$ cat src/rtl/poly1305_feeder_if.sv
// Byte-stream handshake that delivers message bytes into poly1305_feeder.
interface poly1305_feeder_if;
  logic [7:0] in_data;
  logic       in_valid;
  logic       in_last;
  logic       in_ready;

  modport master (output in_data, output in_valid, output in_last, input in_ready);
  modport slave  (input in_data, input in_valid, input in_last, output in_ready);
endinterface

$ cat src/rtl/poly1305_feeder.sv
// Packs a byte stream into 16-byte Poly1305 blocks, sequences the external core
// one block at a time and reports the final tag with an optional tag compare.
module poly1305_feeder #(
  parameter bit TAG_CHECK = 1'b1
) (
  input  logic               clk,
  input  logic               reset,
  input  logic               start,
  input  logic [255:0]       key,
  input  logic [127:0]       exp_tag,
  poly1305_feeder_if.slave   in_if,
  output logic               busy,
  output logic [127:0]       core_r,
  output logic [127:0]       core_s,
  output logic [127:0]       core_m,
  output logic               core_fb,
  output logic               core_ld,
  output logic               core_first,
  input  logic [127:0]       core_p,
  input  logic               core_rdy,
  output logic [127:0]       tag,
  output logic               tag_valid,
  output logic               tag_ok
);

  typedef enum logic [2:0] {
    S_IDLE,
    S_COLLECT,
    S_ISSUE,
    S_WAIT,
    S_DONE
  } state_e;

  state_e           state_q, state_d;
  logic [3:0]       count_q, count_d;
  logic             first_pending_q, first_pending_d;
  logic             last_blk_q, last_blk_d;
  logic [15:0][7:0] m_q, m_d;
  logic             fb_q, fb_d;
  logic             first_q, first_d;
  logic             ld_q, ld_d;
  logic [127:0]     r_q, r_d;
  logic [127:0]     s_q, s_d;
  logic [127:0]     exp_tag_q, exp_tag_d;
  logic [127:0]     tag_q, tag_d;
  logic             tag_valid_q, tag_valid_d;
  logic             tag_ok_q, tag_ok_d;
  logic             busy_q, busy_d;
  logic             in_ready_q, in_ready_d;
  logic             accept;

  // in_ready_q is only ever high in COLLECT, so it also qualifies the state.
  assign accept = in_if.in_valid & in_ready_q;

  always_comb begin
    // NOTE: every *_d starts as its held value so no path through the case
    // leaves a signal unassigned, which would otherwise infer a latch.
    state_d         = state_q;
    count_d         = count_q;
    first_pending_d = first_pending_q;
    last_blk_d      = last_blk_q;
    m_d             = m_q;
    fb_d            = fb_q;
    first_d         = first_q;
    ld_d            = 1'b0;
    r_d             = r_q;
    s_d             = s_q;
    exp_tag_d       = exp_tag_q;
    tag_d           = tag_q;
    tag_valid_d     = 1'b0;
    tag_ok_d        = tag_ok_q;
    busy_d          = busy_q;
    in_ready_d      = in_ready_q;

    unique case (state_q)
      S_IDLE: begin
        if (start) begin
          r_d             = key[127:0];
          s_d             = key[255:128];
          exp_tag_d       = exp_tag;
          first_pending_d = 1'b1;
          last_blk_d      = 1'b0;
          count_d         = 4'd0;
          m_d             = '0;
          busy_d          = 1'b1;
          in_ready_d      = 1'b1;
          state_d         = S_COLLECT;
        end
      end

      S_COLLECT: begin
        if (accept) begin
          m_d[count_q] = in_if.in_data;
          count_d      = count_q + 4'd1;
          if (count_q == 4'd15 || in_if.in_last) begin
            // A short final block gets the 0x01 pad byte right after its data.
            if (count_q != 4'd15) begin
              m_d[count_q + 4'd1] = 8'h01;
            end
            fb_d            = (count_q == 4'd15);
            first_d         = first_pending_q;
            first_pending_d = 1'b0;
            last_blk_d      = in_if.in_last;
            ld_d            = 1'b1;
            in_ready_d      = 1'b0;
            state_d         = S_ISSUE;
          end
        end
      end

      S_ISSUE: begin
        state_d = S_WAIT;
      end

      S_WAIT: begin
        if (core_rdy) begin
          if (last_blk_q) begin
            tag_d       = core_p;
            tag_ok_d    = TAG_CHECK ? (core_p == exp_tag_q) : 1'b0;
            tag_valid_d = 1'b1;
            state_d     = S_DONE;
          end else begin
            m_d        = '0;
            count_d    = 4'd0;
            in_ready_d = 1'b1;
            state_d    = S_COLLECT;
          end
        end
      end

      S_DONE: begin
        busy_d  = 1'b0;
        state_d = S_IDLE;
      end

      default: state_d = S_IDLE;
    endcase
  end

  always_ff @(posedge clk) begin
    // NOTE: the block buffer is reset along with the control state because it
    // drives core_m directly and must read zero after reset.
    if (reset) begin
      state_q         <= S_IDLE;
      count_q         <= 4'd0;
      first_pending_q <= 1'b0;
      last_blk_q      <= 1'b0;
      m_q             <= '0;
      fb_q            <= 1'b0;
      first_q         <= 1'b0;
      ld_q            <= 1'b0;
      r_q             <= '0;
      s_q             <= '0;
      exp_tag_q       <= '0;
      tag_q           <= '0;
      tag_valid_q     <= 1'b0;
      tag_ok_q        <= 1'b0;
      busy_q          <= 1'b0;
      in_ready_q      <= 1'b0;
    end else begin
      // NOTE: non-blocking assignments so every flop samples pre-edge values.
      state_q         <= state_d;
      count_q         <= count_d;
      first_pending_q <= first_pending_d;
      last_blk_q      <= last_blk_d;
      m_q             <= m_d;
      fb_q            <= fb_d;
      first_q         <= first_d;
      ld_q            <= ld_d;
      r_q             <= r_d;
      s_q             <= s_d;
      exp_tag_q       <= exp_tag_d;
      tag_q           <= tag_d;
      tag_valid_q     <= tag_valid_d;
      tag_ok_q        <= tag_ok_d;
      busy_q          <= busy_d;
      in_ready_q      <= in_ready_d;
    end
  end

  assign in_if.in_ready = in_ready_q;
  assign busy           = busy_q;
  assign core_r         = r_q;
  assign core_s         = s_q;
  assign core_m         = m_q;
  assign core_fb        = fb_q;
  assign core_ld        = ld_q;
  assign core_first     = first_q;
  assign tag            = tag_q;
  assign tag_valid      = tag_valid_q;
  assign tag_ok         = tag_ok_q;

endmodule

$ cat src/flat_wrapper.sv
// flat-port wrapper written by rule: the top's interface ports become plain ports
module poly1305_feeder_flat 
#(
  parameter bit TAG_CHECK = 1'b1
)
  (clk, reset, start, key, exp_tag, busy, core_r, core_s, core_m, core_fb, core_ld, core_first, core_p, core_rdy, tag, tag_valid, tag_ok, in_if_in_data, in_if_in_valid, in_if_in_last, in_if_in_ready);
  poly1305_feeder_if in_if_i ();
  input  logic clk;
  input  logic reset;
  input  logic start;
  input  logic [255:0] key;
  input  logic [127:0] exp_tag;
  output logic busy;
  output logic [127:0] core_r;
  output logic [127:0] core_s;
  output logic [127:0] core_m;
  output logic core_fb;
  output logic core_ld;
  output logic core_first;
  input  logic [127:0] core_p;
  input  logic core_rdy;
  output logic [127:0] tag;
  output logic tag_valid;
  output logic tag_ok;
  input wire logic [$bits(in_if_i.in_data)-1:0] in_if_in_data;
  input wire logic [$bits(in_if_i.in_valid)-1:0] in_if_in_valid;
  input wire logic [$bits(in_if_i.in_last)-1:0] in_if_in_last;
  output wire logic [$bits(in_if_i.in_ready)-1:0] in_if_in_ready;
  assign in_if_i.in_data = in_if_in_data;
  assign in_if_i.in_valid = in_if_in_valid;
  assign in_if_i.in_last = in_if_in_last;
  assign in_if_in_ready = in_if_i.in_ready;
  poly1305_feeder #(.TAG_CHECK(TAG_CHECK)) u_core (.clk(clk), .reset(reset), .start(start), .key(key), .exp_tag(exp_tag), .in_if(in_if_i), .busy(busy), .core_r(core_r), .core_s(core_s), .core_m(core_m), .core_fb(core_fb), .core_ld(core_ld), .core_first(core_first), .core_p(core_p), .core_rdy(core_rdy), .tag(tag), .tag_valid(tag_valid), .tag_ok(tag_ok));
endmodule
$ cat config.mk
export PLATFORM = sky130hd
export DESIGN_NAME = poly1305_feeder_flat
export DESIGN_NICKNAME = d
export VERILOG_FILES = /design/src/rtl/poly1305_feeder_if.sv /design/src/rtl/poly1305_feeder.sv /design/src/flat_wrapper.sv
export SDC_FILE = /design/constraint.sdc
export NUM_CORES = 1
export LEC_CHECK = 0
export CORE_AREA = 2 2 408 410
export CTS_CLUSTER_SIZE = 30
export DETAILED_ROUTE_END_ITERATION = 16
export DIE_AREA = 0 0 410 412
export PLACE_DENSITY = 0.38
export SLEW_MARGIN = 10
export SYNTH_ARGS = -nofsm -noshare
export SYNTH_HDL_FRONTEND = slang
export SYNTH_SLANG_ARGS = --single-unit
$ cat constraint.sdc
create_clock -name clk -period 2 [get_ports clk]
set_clock_uncertainty 0.05 [all_clocks]
set_input_delay 0.4 -clock clk [delete_from_list [all_inputs] [get_ports clk]]
set_output_delay 0.4 -clock clk [all_outputs]
set_load 0.005 [all_outputs]
==> results.md <==
* Status: complete, but fails checks
* Failing checks: negative setup slack
* Setup slack at placement at -0.9042 ns
* Clk_lat worst skew at 0.67 ns
* Vias at 25187
* Synth Area in Adders at 0.003493
* Worst Hold Class: in2reg
* Max-slew violation count at 0
* Count of final setup violators at 1
* TNS Setup at -0.03492 ns
* Clock Sinks at 656
* Post-synthesis compound-gate area fraction at 0.1279
* Worst rel slew slack at 0.6027
* Synth area leader: dfxtp_1
* Die Wd at 410 µm
* # port buffers at 1044
* H-tree depth at 3
* CP required at 2.55 ns
* YS warnings at 0
* Mux contribution to synthesized area at 0.05070
* Fin Hold WS at 0.1165 ns
* Worst-path clk slew at 0.06 ns
* M1 WL at 60.01 mm
* Setup crit start kind: flip-flop
* CTS buffer count at 87
* CORE AREA at 164200 µm²
* First-pass DRT Iterations at 5
* Ports at 1045
* Hpwl dp at 107.2 mm
* Library cells used by synthesis at 46
* Syn avg cell area at 8.278 µm²
* WL met3 at 8.407 mm
* GR Overflow Total at 0
* Placer Congestion at 0.8059
* Syn Inst Count at 3029
* Total routed wirelength at 137.4 mm
* Synth Area in XOR/XNOR at 0.04436
* Crit path kind: reg2reg
* Simple-gate share of the synthesized area at 0.2066
* Hold Buf Count CTS at 0
* CTS tree: yes
* Period utilization at 1.017
* Setup ws final at -0.03492 ns
* Fmax at 491.4 MHz
* Largest net degree at the start of global routing at 80
* FF+latch count, synth at 656
* Total power at 35.20 mW
* Num rows at 149
* WP data arrival at 2.58 ns
* Post-route ant nets at 0
* Initial antenna violation count at 15
* Setup crit end kind: flip-flop
* Mapped Nets at 3562
* Post-synth top flop: dfxtp_1
* Per-cell routed wire length at 21.18 µm
* Vias per cell at 3.883
* DR iter-0 viols at 1404
* Global-route usage over all layers at 0.1551
* First-pass GRT wire length at 189.4 mm
* Post-synth top area share at 0.5237
* Clock Tree Buf Depth at 3
* Synth area leaders: dfxtp_1 52%, nand2_1 16%, a21oi_1 10%
* Mapped Area at 25080 µm²
* RSZ-0062 raised after global routing: yes
* Final Hold Viols at 0
* Pwr/cell area at 829.6 nW/µm²
* CTS root buffer: clkbuf_16
* FFs w/ async S/R, synth at 0
* P&R area growth vs syn at 69.19%
* Starting density of the core at 0.1527
* DRC Markers at 0
* Die Area at 168900 µm²
* Min cycle time layout at 2.035 ns
* Wire length on met2 at 65.42 mm
* Max-cap viol count at 0
* P_leak at 18.35 nW
* Sequential area share after synthesis at 0.5237
* Layout cells sized above 1 at 0.1124
* Number of global-route vias before repair at 24806
* Final nets at 4755
* Max FO, Critical Path at 2
* Largest family of logic cells by synthesized area: simple AND/OR/NAND/NOR gates
* Worst-margin pin slew at 0.5960 ns
* Height of the die at 412 µm
* Worst vdd ir at 0.0005716 V
* Number of synthesized flops with an enable pin at 0
* Max layer used: met5
cells in the final DEF (no fill, tap or decap), types with 4 or more instances in the layout:
cell and count:
o21ai_0 30, a21oi_1 524, a22oi_1 17, a21o_1 10, nor2_1 136, nand3_2 7
nand4_1 30, clkbuf_1 21, dfxtp_2 21, nand3_4 7, o21ai_1 9, diode_2 9
clkinv_2 8, nand3_1 15, nor3_1 7, ha_1 5, clkdlybuf4s50_1 524, bufinv_16 5
xnor2_1 108, mux2i_1 127, a21o_2 8, buf_4 212, inv_1 5, nand2b_1 6
nand2_1 1045, xor2_1 14, clkbuf_8 26, clkbuf_16 89, dlygate4sd2_1 517, nor4_1 9
dfxtp_4 4, dfxtp_1 631, buf_12 53
worst paths after layout:
check / cells past startpoint / slack, ns / end / from
min reg2reg: 2 / 0.40 / u_core.core_s[6] / u_core.core_s[6]
max reg2reg: 6 / -0.03 / u_core.tag_ok / u_core.exp_tag_q[40]
max: 6 / -0.03 / u_core.tag_ok / u_core.exp_tag_q[40]
min: 3 / 0.12 / u_core.core_r[118] / reset
metal layers:
metal,track usage,vias up
met1,0.1948,11951
met4,0.04469,12
met2,0.2598,741
li1,-,12337
met5,0,-
met3,0.04070,146
sequential cells by signal (all words and copies together) (netlist names):
register                flops
u_core.core_m             128
u_core.core_r             128
u_core.core_s             128
u_core.exp_tag_q          128
u_core.tag                128
u_core.count_q              4
u_core.state_q              3
u_core.busy                 1
u_core.core_fb              1
u_core.core_first           1
u_core.core_ld              1
u_core.first_pending_q      1
u_core.in_if.in_ready       1
u_core.last_blk_q           1
u_core.tag_ok               1
u_core.tag_valid            1
cells by family after synthesis:
kind of cell / Yosys count
AOI/OAI and AO/OA: 613
xor gates and xnor gates: 127
DFF: 656
adders and majority gates: 7
muxes: 127
buffers and inverters: 214
and+or+nand+nor: 1285
worst max-delay path, stage by stage (launching register included):
cell	delay [ns]
dfxtp_1	0.32
xnor2_1	0.46
nand4_1	0.16
buf_4	0.17
nor4_1	0.48
nand4_1	0.18
o21ai_1	0.14
cells in the mapped netlist, types with 3 or more instances:
cell and number:
nand2_1 1046, dfxtp_1 656, a21oi_1 524, nor2_1 137, mux2i_1 127, xnor2_1 109
clkbuf_1 90, buf_2 77, buf_4 35, o21ai_0 32, nand4_1 30, a21o_1 18
xor2_1 18, a22oi_1 17, nand3_1 15, nor4_1 13, o21ai_1 9, ha_1 7
nand3_2 7, nand3_4 7, nor3_1 7, nand2b_1 6, buf_6 5, inv_1 5
nor2b_1 4, a211oi_1 3
metrics by stage:
stage               utilization  cells  instance area [µm²]
floorplan                     -   3029                25080
global placement         0.2427   6316                39860
detailed placement       0.2427   6316                39860
CTS                      0.2573   6477                42270
global route             0.2583   6486                42420
finish                   0.2583   6487                42420
power by group:
part | leakage [nW] | internal, mW | switching (mW)
sequential | 5.35 | 13.6 | 0.322
clock | 1.45 | 9.79 | 6.45
combinational | 11.5 | 2.48 | 2.52
total | 18.4 | 25.9 | 9.30
area by class of cell:
type | count | area, µm²
clock buffers | 136 | 2664
multi-input cells | 2160 | 11030
flip-flops and latches | 656 | 13170
well taps | 2189 | 2739
inverters | 5 | 18.77
clock inverters | 20 | 284.0
diodes | 9 | 22.52
repair buffers | 1312 | 12500
fillers | 18111 | 121800
repair_timing:
action | CTS | global route
setup endpoints to repair | 560 | 125
pin swaps | 3 | 5
endpoints found under the hold margin | 0 | 0
gates cloned | 0 | 1
gates resized for setup | 547 | 38
buffers inserted | 5 | 1
(Power assumes the default switching activity.)
